[config.mk]
export PLATFORM = sky130hd
export DESIGN_NAME = pdm_cic_decimator
export DESIGN_NICKNAME = d
export VERILOG_FILES = /design/src/rtl/cic_pkg.sv /design/src/rtl/cic_integrator_stage.sv /design/src/rtl/pdm_cic_decimator.sv
export SDC_FILE = /design/constraint.sdc
export NUM_CORES = 1
export LEC_CHECK = 0
export ABC_AREA = 1
export CORE_MARGIN = 2
export CORE_UTILIZATION = 47
export DETAILED_ROUTE_END_ITERATION = 6
export GPL_TIMING_DRIVEN = 0
export MAX_ROUTING_LAYER = met4
export PLACE_DENSITY = 0.68
export SLEW_MARGIN = 40
export SYNTH_ARGS = -nofsm -noshare
export SYNTH_HDL_FRONTEND = slang
export SYNTH_SLANG_ARGS = --single-unit
[constraint.sdc]
create_clock -name clk -period 5.4 [get_ports clk]
set_clock_uncertainty 0.1 [all_clocks]
set_input_delay 0.81 -clock clk [delete_from_list [all_inputs] [get_ports clk]]
set_output_delay 0.81 -clock clk [all_outputs]
set_load 0.005 [all_outputs]
[src/rtl/cic_pkg.sv]
// Shared definitions for the third-order CIC PDM decimator.
//   R      : decimation ratio (power of two, >= 8)
//   CNT_W  : phase counter width, log2(R)
//   W_ACC  : signed accumulator width, wide enough that modular wrap is
//            cancelled exactly by the comb section
//   SHIFT  : arithmetic right shift that maps the R^3 gain onto 8 bits
//   acc_t  : signed accumulator type
//   sat8() : clamp an accumulator value to the signed 8-bit range
package cic_pkg;

   localparam int R     = 16;
   localparam int CNT_W = $clog2(R);
   localparam int W_ACC = 2 + 3 * CNT_W;
   localparam int SHIFT = 3 * CNT_W - 7;

   typedef logic signed [W_ACC-1:0] acc_t;

   function automatic logic signed [7:0] sat8(input acc_t v);
      if (v > acc_t'(127))
         return 8'sh7f;
      else if (v < acc_t'(-128))
         return 8'sh80;
      else
         return v[7:0];
   endfunction

endpackage

[src/rtl/cic_integrator_stage.sv]
// One CIC integrator: registered accumulator, W_ACC wide. The add is
// deliberately modular; overflow wraps and is undone by the combs.
// Ports:
//   clk     : system clock
//   reset_n : asynchronous active-low reset, clears the accumulator
//   din     : value added every clock
//   acc     : accumulator state
module cic_integrator_stage
   import cic_pkg::*;
(
   input  logic clk,
   input  logic reset_n,
   input  acc_t din,
   output acc_t acc
);

   always_ff @(posedge clk or negedge reset_n) begin
      if (!reset_n)
         acc <= '0;
      else
         acc <= acc + din;
   end

endmodule

[src/rtl/pdm_cic_decimator.sv]
// Third-order CIC decimator (M=1) turning a 1-bit PDM stream into signed
// 8-bit PCM at clk/R. Three integrators run every clock; the comb section
// is evaluated combinationally from the integrator output and only its
// delay registers are updated on the decimation edge (cnt == R-1).
// Ports:
//   clk        : system clock, one input bit per rising edge
//   reset_n    : asynchronous active-low reset
//   data       : PDM bit, 1 -> +1, 0 -> -1
//   dout       : signed PCM sample, held between strobes
//   dout_valid : one-cycle strobe marking a new dout
module pdm_cic_decimator
   import cic_pkg::*;
(
   input  logic              clk,
   input  logic              reset_n,
   input  logic              data,
   output logic signed [7:0] dout,
   output logic              dout_valid
);

   localparam logic [CNT_W-1:0] CNT_LAST = CNT_W'(R - 1);

   acc_t x;
   acc_t i1, i2, i3;
   acc_t d1, d2, d3;
   acc_t c1, c2, c3;
   logic [CNT_W-1:0] cnt;

   // '1 is -1 in two's complement at the accumulator width
   assign x = data ? acc_t'(1) : '1;

   cic_integrator_stage u_int1 (.clk(clk), .reset_n(reset_n), .din(x),  .acc(i1));
   cic_integrator_stage u_int2 (.clk(clk), .reset_n(reset_n), .din(i1), .acc(i2));
   cic_integrator_stage u_int3 (.clk(clk), .reset_n(reset_n), .din(i2), .acc(i3));

   assign c1 = i3 - d1;
   assign c2 = c1 - d2;
   assign c3 = c2 - d3;

   always_ff @(posedge clk or negedge reset_n) begin
      if (!reset_n) begin
         cnt        <= '0;
         d1         <= '0;
         d2         <= '0;
         d3         <= '0;
         dout       <= '0;
         dout_valid <= 1'b0;
      end else begin
         // R is a power of two, so the natural rollover gives the R-1 -> 0 wrap
         cnt        <= cnt + 1'b1;
         dout_valid <= 1'b0;
         if (cnt == CNT_LAST) begin
            d1         <= i3;
            d2         <= c1;
            d3         <= c2;
            dout       <= sat8(c3 >>> SHIFT);
            dout_valid <= 1'b1;
         end
      end
   end

endmodule
==> results_dict.tcl, run 1 <==
set metrics [dict create \
    status "completed" \
    critPathTopFamily "compound AO/OA/AOI/OAI gates" \
    hold_path_class "in -> async" \
    register_area_share_after_synthesis_pct 38.0 \
    reg2reg_slack_ns 0.40 \
    postSynthAreaPerCell_um2 8.70 \
    worst-path-max-fanout 5 \
    synth_warnings 0 \
    met3_length_um 262 \
    worst_path_largest_cell_delay_ns 0.41 \
    final_weighted_congestion_in_routability_driven_placement 0.846 \
    tightestPinTransition_ns 0.532 \
    timing.max_slew.rel_slack_pct 64.5 \
    post_synth_instance_area_um2 6390 \
    portBuffers 11 \
    root_buffer "sky130_fd_sc_hd__clkbuf_16" \
    total_stage_count_of_the_critical_path 29 \
    design.core.area_um2 13200 \
    postRouteAntennaNets 0 \
    post_drt_wl_per_cell_um 12.7 \
    yosys_register_bits 97 \
    die_area_um2 14500 \
    hold_viol_final 0 \
    die_width_um 121 \
    worst_r2r_startpoint "u_int3.acc[0]" \
    detail_route.iter0.violations 225 \
    design.final.nets 843 \
    layout-drive-gt1-share_pct 5.91 \
    final_util_pct 53.4 \
    clock_path_buffers 2 \
    max_freq_mhz 200 \
    detail_route.first_pass.iterations 4 \
    regToRegEndpoint "dout[2]" \
    cts_made_buffers 9 \
    area_growth_syn_to_layout_pct 10.6 \
    antenna-diode-count 0 \
    wl_met1_mm 5.12 \
    worstSkewPairLatency_ns 0.34 \
    cap_viol_max_count 0 \
    clkTransAtPathRegs_ns 0.06 \
    period_minus_slack_ns 5.00 \
    drcViolationCount 0 \
    critPathCapture "dout[2]" \
    setup_viol 0 \
    worst-setup-path-type "reg -> reg" \
    slew_violations 0 \
    worstPathArrival_ns 5.13 \
    cts_htree_levels 3 \
    core.rowCount 42 \
    effective_utilization_at_floorplan_pct 48.3 \
    critPathSlowestCell "sky130_fd_sc_hd__fa_1" \
    num_io_pins 12 \
    met2RoutedLength_mm 6.33 \
    cp-startpoint "u_int3.acc[0]" \
    syn-instance-count 735 \
    critical_path_required_ns 5.53 \
    setup.worst_path.start_class "flop" \
    post_cts_hold_buffer_count 0 \
    grt_pass1_vias 5032 \
    worst_r2r_path_cells 29 \
    vias_per_cell 5.08 \
    die_height_um 121 \
    via_count 4758 \
    cts_tree "built" \
    grt_start_max_net_pins 71 \
    syn_nets 820 \
    cell_with_the_most_instances_on_the_worst_path "sky130_fd_sc_hd__nand2_1" \
    layout_worst_path_cycle_share_pct 92.5 \
    grt_overflow_total 0 \
    grt_antenna_before_repair 0 \
    dp_hpwl_mm 9.25 \
    synth_cell_type_count 34 \
    critical_path_buffer_and_inverter_count 3 \
    post_cts.repair.setup_buffers 0 \
    top_layer "met4" \
    clock_sink_count 97 \
    grt_pass1_wl_mm 21.6 \
    critPathCaptureType "flop" \
    route.final.wire_length_mm 11.9 \
    grt.total_usage_pct 18.5 \
]
-- how the worst min path moves through the flow --
stage             from       to  slack (ns)  depth (start not counted)
2_1_floorplan   cnt[0]   cnt[0]        0.32                          1
3_3_place_gp    cnt[0]   cnt[0]        0.34                          1
3_5_place_dp    cnt[0]   cnt[0]        0.36                          1
4_1_cts        reset_n  dout[2]        0.21                          1
5_1_grt        reset_n  dout[2]        0.22                          1
6_report       reset_n  dout[2]        0.21                          1
-- area by class of cell --
type                       instances  area, um2
clock inverter                     2       37.5
multi-input combinational        526       3530
buffer                            10       60.1
inverter                         102        383
timing repair buffer              12        143
clock buffer                      12        267
tap                              176        220
sequential                        97       2430
fill                            1240       6180
-- state kept, by name (all words and copies together) (netlist names) --
name	flops
d1	14
d2	14
d3	14
u_int1.acc	14
u_int2.acc	14
u_int3.acc	14
dout	8
cnt	4
dout_valid	1
-- Yosys cell counts --
cell type | instances | share of area [%]
sky130_fd_sc_hd__nand3_4 | 1 | 0.27
sky130_fd_sc_hd__o21ai_0 | 49 | 3.8
sky130_fd_sc_hd__nor3_1 | 2 | 0.16
sky130_fd_sc_hd__a21oi_2 | 2 | 0.27
sky130_fd_sc_hd__o2111ai_1 | 1 | 0.14
sky130_fd_sc_hd__dfrtp_1 | 97 | 38
sky130_fd_sc_hd__buf_6 | 3 | 0.53
sky130_fd_sc_hd__fa_1 | 5 | 1.6
sky130_fd_sc_hd__o21bai_1 | 8 | 0.94
sky130_fd_sc_hd__clkbuf_1 | 7 | 0.41
sky130_fd_sc_hd__o21ai_2 | 2 | 0.27
sky130_fd_sc_hd__a21boi_0 | 1 | 0.12
sky130_fd_sc_hd__nand2_4 | 1 | 0.18
sky130_fd_sc_hd__xnor2_1 | 23 | 3.2
sky130_fd_sc_hd__nand3_1 | 26 | 2.0
sky130_fd_sc_hd__o211ai_1 | 1 | 0.12
sky130_fd_sc_hd__a21boi_1 | 6 | 0.70
sky130_fd_sc_hd__a21oi_1 | 65 | 5.1
sky130_fd_sc_hd__xor2_1 | 48 | 6.6
sky130_fd_sc_hd__inv_1 | 100 | 5.9
sky130_fd_sc_hd__a31oi_1 | 3 | 0.29
sky130_fd_sc_hd__nand4_1 | 4 | 0.39
sky130_fd_sc_hd__nor2_4 | 2 | 0.35
sky130_fd_sc_hd__nand2_1 | 144 | 8.5
sky130_fd_sc_hd__a21boi_4 | 1 | 0.29
sky130_fd_sc_hd__inv_2 | 2 | 0.12
sky130_fd_sc_hd__ha_1 | 77 | 15
sky130_fd_sc_hd__o31ai_2 | 1 | 0.20
sky130_fd_sc_hd__nand3b_2 | 1 | 0.18
sky130_fd_sc_hd__nand2_2 | 8 | 0.78
sky130_fd_sc_hd__o21ai_1 | 13 | 1.0
sky130_fd_sc_hd__a21o_1 | 7 | 0.82
sky130_fd_sc_hd__nand3_2 | 4 | 0.63
sky130_fd_sc_hd__nor2_1 | 20 | 1.2
-- stage by stage --
| step | hold slack, ns | setup WS, ns | TNS, ns | area (um2) | cells |
|---|---|---|---|---|---|
| after floorplan | 0.322 | 1.07 | 0 | 6390 | 735 |
| after global placement | 0.336 | -0.176 | -16.18 | 6720 | 922 |
| after detailed placement | 0.355 | 0.486 | 0 | 6750 | 923 |
| after CTS | 0.214 | 0.477 | 0 | 7060 | 937 |
| after global routing | 0.222 | -0.00325 | -0.00325 | 7070 | 937 |
| final | 0.212 | 0.404 | 0 | 7070 | 937 |
-- layer usage --
metal  vias up  track usage, %
li1       2461               -
met1      2233            20.4
met2        48            34.5
met3        16            3.21
met4         0            4.65
met5         -               -
-- repair_timing --
item	in CTS	in global routing
endpoints found under the hold margin	0	0
endpoints found under the setup margin	0	1
resized for setup	0	1
-- cells by family after synthesis --
| kind of cell | Yosys count | share of synthesized area (%) |
|---|---|---|
| simple gates | 213 | 14.6 |
| compound gates | 160 | 14.1 |
| buf+inv | 112 | 6.93 |
| flops | 97 | 38.0 |
| fa+ha+maj | 82 | 16.6 |
| xor+xnor | 71 | 9.73 |
-- layout by cell type (no fill, tap or decap), drive strengths merged, types with 7 or more instances in the layout --
master,instances
nor2,22
a21oi,67
xor2,48
nand2,153
o21bai,8
nand3,31
clkdlybuf4s50,10
xnor2,23
ha,77
clkbuf,19
o21ai,64
dfrtp,97
a21o,7
a21boi,8
inv,102
Power of run 1 is left out: the tool's default activity adds up to more than one toggle a clock period on the data nets, which glitch-free logic cannot reach.
==> run 2: changes to the inputs <==
==> constraint.sdc (replaced) <==
create_clock -name clk -period 4.88 [get_ports clk]
set_clock_uncertainty 0.1 [all_clocks]
set_input_delay 0.732 -clock clk [delete_from_list [all_inputs] [get_ports clk]]
set_output_delay 0.732 -clock clk [all_outputs]
set_load 0.005 [all_outputs]
==> run 2 against run 1 <==
Compared with the run above: die area stayed put; register-to-register slack worse by 0.23 ns; non-clock buffer count is 10 higher; utilization rose by 1.9 points; final cell count is 1.1% higher; largest cell class unchanged; highest routed layer unchanged.
==> results_dict.tcl, run 2 (synthesis results as in run 1) <==
set metrics [dict create \
    status "completed" \
    design.final.nets 853 \
    layout.area.seq_um2 2430 \
    cp-startpoint "u_int3.acc[0]" \
    worst_path_largest_cell_delay_ns 0.39 \
    die_width_um 121 \
    layout.cells.most_common "sky130_fd_sc_hd__nand2_1" \
    post-route-worst-setup-slack_ns 0.171 \
    tightestPinTransition_ns 0.543 \
    final_weighted_congestion_in_routability_driven_placement 0.846 \
    worst-path-max-fanout 7 \
    regToRegEndpoint "dout[4]" \
    setup_tns_ns 0 \
    post_drt_wl_per_cell_um 13.2 \
    clock_sink_count 97 \
    grt_pass1_vias 5068 \
    design.core.area_um2 13200 \
    timing.max_slew.rel_slack_pct 63.8 \
    root_buffer "sky130_fd_sc_hd__clkbuf_16" \
    cts_made_buffers 9 \
    via_count 4849 \
    layout_common_cells "142 x sky130_fd_sc_hd__nand2_1, 98 x sky130_fd_sc_hd__inv_1, 97 x sky130_fd_sc_hd__dfrtp_1" \
    critPathCaptureType "flop" \
    hold_viol_final 0 \
    final_cell_area_um2 7310 \
    die_area_um2 14500 \
    setup.worst_path.start_class "flop" \
    clock_path_buffers 2 \
    grt_start_max_net_pins 71 \
    layout.filler_cells 1209 \
    worst_r2r_startpoint "u_int3.acc[0]" \
    worst_r2r_path_cells 29 \
    drcViolationCount 0 \
    hold_path_class "in -> async" \
    vias_per_cell 5.12 \
    grt_antenna_before_repair 0 \
    multiInputGateArea_um2 3700 \
    period_minus_slack_ns 4.71 \
    cts_htree_levels 3 \
    cell_with_the_most_instances_on_the_worst_path "sky130_fd_sc_hd__a21oi_2" \
    detailed_place.area_um2 6750 \
    max_freq_mhz 212 \
    antenna-diode-count 0 \
    critPathSlowestCell "sky130_fd_sc_hd__dfrtp_1" \
    layout-drive-gt1-share_pct 10.8 \
    dp_hpwl_mm 9.25 \
    num_io_pins 12 \
    grt_overflow_total 0 \
    final_util_pct 55.2 \
    core.rowCount 42 \
    effective_utilization_at_floorplan_pct 48.3 \
    worst-setup-path-type "reg -> reg" \
    layout_worst_path_cycle_share_pct 96.5 \
    detail_route.iter0.violations 257 \
    grt.total_usage_pct 18.6 \
    die_height_um 121 \
    worstSkewPairLatency_ns 0.34 \
    dp_worst_setup_slack_ns -0.0336 \
    portBuffers 11 \
    critical_path_required_ns 5.06 \
    slew_violations 0 \
    detail_route.first_pass.iterations 4 \
    cap_viol_max_count 0 \
    grt_pass1_wl_mm 21.7 \
    worstPathArrival_ns 4.89 \
    cts_tree "built" \
    reg2reg_slack_ns 0.17 \
    postRouteAntennaNets 0 \
    clkTransAtPathRegs_ns 0.06 \
    route.final.wire_length_mm 12.5 \
    setup_viol 0 \
    area_growth_syn_to_layout_pct 14.4 \
]
run 2: changes by cell type in the layout (fill, tap and decap cells not counted), moves of 3 or more:
cell and change:
sky130_fd_sc_hd__buf_4 +10, sky130_fd_sc_hd__a21oi_1 -9, sky130_fd_sc_hd__a21oi_2 +8, sky130_fd_sc_hd__o21ai_2 +4
sky130_fd_sc_hd__ha_1 -3, sky130_fd_sc_hd__ha_4 +3
run 2: how the worst max path moves through the flow:
stage	to	slack [ns]	cells after the start
global placement	u_int2.acc[13]	-0.62	1
CTS	dout[2]	0.007	29
finish	dout[4]	0.17	29
floorplan	dout[6]	0.55	31
global route	dout[1]	-0.1	29
detailed placement	dout[2]	-0.03	29
run 2: layout make-up:
type / instances / share of cell area (%)
Buffer: 10 / 0.821
Clock buffer: 12 / 3.64
Clock inverter: 2 / 0.513
Inverter: 102 / 5.24
Multi-Input combinational cell: 526 / 50.6
Sequential cell: 97 / 33.2
Tap cell: 176 / 3.01
Timing Repair Buffer: 22 / 2.98
run 2: repair_timing:
action	4_1_cts	5_1_grt
cloned	0	0
buffers inserted	0	10
hold endpoints to repair	0	0
setup endpoints to repair	7	8
hold buffers	0	0
pin swaps	0	21
resized for setup	4	32
run 2: routing by layer:
layer	up-vias	wire length, um	GRT usage, %
met5	-	0	-
met1	2289	5330	20.4
li1	2482	-	-
met3	18	291	3.25
met2	60	6700	34.7
met4	0	189	4.87
run 2: through the flow:
| stage | hold WS, ns | std cells |
|---|---|---|
| 2_1_floorplan | 0.322 | 735 |
| 3_3_place_gp | 0.336 | 922 |
| 3_5_place_dp | 0.355 | 923 |
| 4_1_cts | 0.136 | 937 |
| 5_1_grt | 0.144 | 947 |
| 6_report | 0.132 | 947 |
run 2: worst max-delay path, delay by kind of cell (launching register included):
family / cells / cell delay, ns
AO/OA/AOI/OAI: 8 / 1.27
XOR/XNOR: 2 / 0.36
adder cells (fa/ha/maj): 4 / 1.19
buffers and inverters: 3 / 0.27
flip-flops: 1 / 0.39
AND/OR/NAND/NOR: 12 / 1.08
Power of run 2 is left out for the same reason.
==> run 3: changes to the inputs <==
--- a/config.mk
+++ b/config.mk
@@ -6,12 +6,14 @@
 export NUM_CORES = 1
 export LEC_CHECK = 0
 export ABC_AREA = 1
+export CELL_PAD_IN_SITES_DETAIL_PLACEMENT = 1
+export CELL_PAD_IN_SITES_GLOBAL_PLACEMENT = 2
 export CORE_MARGIN = 2
-export CORE_UTILIZATION = 47
+export CORE_UTILIZATION = 40
 export DETAILED_ROUTE_END_ITERATION = 6
 export GPL_TIMING_DRIVEN = 0
 export MAX_ROUTING_LAYER = met4
-export PLACE_DENSITY = 0.68
+export PLACE_DENSITY = 0.86
 export SLEW_MARGIN = 40
 export SYNTH_ARGS = -nofsm -noshare
 export SYNTH_HDL_FRONTEND = slang
==> constraint.sdc (replaced) <==
create_clock -name clk -period 4.88 [get_ports clk]
set_clock_uncertainty 0.1 [all_clocks]
set_input_delay 0.488 -clock clk [delete_from_list [all_inputs] [get_ports clk]]
set_output_delay 0.488 -clock clk [all_outputs]
set_load 0.005 [all_outputs]
==> run 3 against run 2 <==
Compared with the run above: sequential share of layout area fell by 1.3 points; hold slack improved by 0.23 ns; die area rose by 17%; routed wire length rose by 16%; largest cell class unchanged.
==> results_dict.tcl, run 3 (synthesis results as in run 1) <==
set metrics [dict create \
    slew_violations 0 \
    drcViolationCount 0 \
    status "completed" \
    cts_htree_levels 3 \
    cp-startpoint "u_int3.acc[0]" \
    num_io_pins 12 \
    worst-path-max-fanout 5 \
    cts_tree "built" \
    grt_overflow_total 0 \
    worst_r2r_startpoint "u_int3.acc[0]" \
    grt_start_max_net_pins 68 \
    detail_route.first_pass.iterations 4 \
    tightestPinTransition_ns 0.579 \
    postRouteAntennaNets 0 \
    layout_worst_path_cycle_share_pct 97.5 \
    grt_antenna_before_repair 0 \
    detailed_place.area_um2 6800 \
    clock_sink_count 97 \
    layout-drive-gt1-share_pct 14.2 \
    post-route-worst-setup-slack_ns 0.124 \
    layout_common_cells "134 x sky130_fd_sc_hd__nand2_1, 97 x sky130_fd_sc_hd__dfrtp_1, 95 x sky130_fd_sc_hd__inv_1" \
    period_minus_slack_ns 4.76 \
    dp_hpwl_mm 10.8 \
    cell_with_the_most_instances_on_the_worst_path "sky130_fd_sc_hd__nand2_2" \
    layout.cells.most_common "sky130_fd_sc_hd__nand2_1" \
    worst_path_largest_cell_delay_ns 0.39 \
    cts_made_buffers 9 \
    route.final.wire_length_mm 14.6 \
    dp_worst_setup_slack_ns -0.199 \
    hold_viol_final 0 \
    critPathCaptureType "flop" \
    design.final.nets 866 \
    hold_path_class "reg -> reg" \
    die_height_um 130 \
    grt.total_usage_pct 18.5 \
    rsz_0062_raised_after_global_routing "true" \
    portBuffers 11 \
    setup_viol 0 \
    critPathCapture "dout[2]" \
    root_buffer "sky130_fd_sc_hd__clkbuf_16" \
    effective_utilization_at_floorplan_pct 40.5 \
    worst-setup-path-type "reg -> reg" \
    antenna-diode-count 0 \
    grt_pass1_vias 5373 \
    cap_viol_max_count 0 \
    worst_r2r_path_cells 30 \
    vias_per_cell 5.01 \
    critical_path_required_ns 5.02 \
    worstSkewPairLatency_ns 0.35 \
    final_util_pct 48.2 \
    via_count 5019 \
    reg2reg_slack_ns 0.12 \
    critPathSlowestCell "sky130_fd_sc_hd__dfrtp_1" \
    layout.filler_cells 1859 \
    worst_hold_startpoint "cnt[0]" \
    core.rowCount 46 \
    die_width_um 130 \
    worstPathArrival_ns 4.90 \
    design.core.area_um2 15800 \
    clock_path_buffers 2 \
    final_weighted_congestion_in_routability_driven_placement 0.831 \
    setup_tns_ns 0 \
    die_area_um2 17000 \
    regToRegEndpoint "dout[2]" \
    area_growth_syn_to_layout_pct 18.9 \
    final_cell_area_um2 7600 \
    post_drt_wl_per_cell_um 14.5 \
    setup.worst_path.start_class "flop" \
    clkTransAtPathRegs_ns 0.07 \
    grt_pass1_wl_mm 24.4 \
    timing.max_slew.rel_slack_pct 61.4 \
    max_freq_mhz 210 \
    detail_route.iter0.violations 94 \
]
-- run 3: repair_timing --
item                       4_1_cts  5_1_grt
setup endpoints to repair        7        8
pin swaps                        3       41
gates resized for setup         13       50
setup buffers                    9       13
hold endpoints to repair        30        0
hold buffers                     1        0
-- run 3: layout make-up --
cell class / count / area [um2] / share of cell area (%)
flip-flops and latches: 97 / 2430 / 31.9
repair buffers: 35 / 322 / 4.23
inverters: 102 / 385 / 5.07
multi-input cells: 526 / 3830 / 50.4
clock buffers: 12 / 256 / 3.38
well taps: 216 / 270 / 3.56
plain buffers: 10 / 60.1 / 0.790
clock inverters: 4 / 51.3 / 0.675
-- run 3: critical path: cells and delay by family, from the launching register on --
kind                     cells  cell delay, ns
AND/OR/NAND/NOR             12            1.15
adder cells (fa/ha/maj)      4            1.11
AO/OA/AOI/OAI                6            1.03
XOR/XNOR                     3            0.47
flip-flops                   1            0.39
buffers and inverters        5            0.39
-- run 3: worst min-delay path by stage --
stage	endpoint	slack (ns)	depth (start not counted)
6_report	cnt[0]	0.36	1
4_1_cts	cnt[0]	0.37	1
3_3_place_gp	cnt[0]	0.34	1
2_1_floorplan	cnt[0]	0.09	0
5_1_grt	cnt[0]	0.38	1
3_5_place_dp	dout_valid	0.27	1
-- run 3: routing by layer --
layer	up-vias	share of wire (%)	global-route usage (%)
met4	0	2.2	6.13
met1	2453	42	20.2
li1	2504	-	-
met5	-	0	-
met3	22	1.5	2.12
met2	40	55	35.1
-- run 3: per-stage QoR --
stage          std cells  hold slack, ns
6_report            1002           0.362
5_1_grt             1002           0.383
2_1_floorplan        735          0.0924
3_5_place_dp         963           0.271
3_3_place_gp         962           0.336
4_1_cts              989           0.366
Power of run 3 is left out for the same reason.
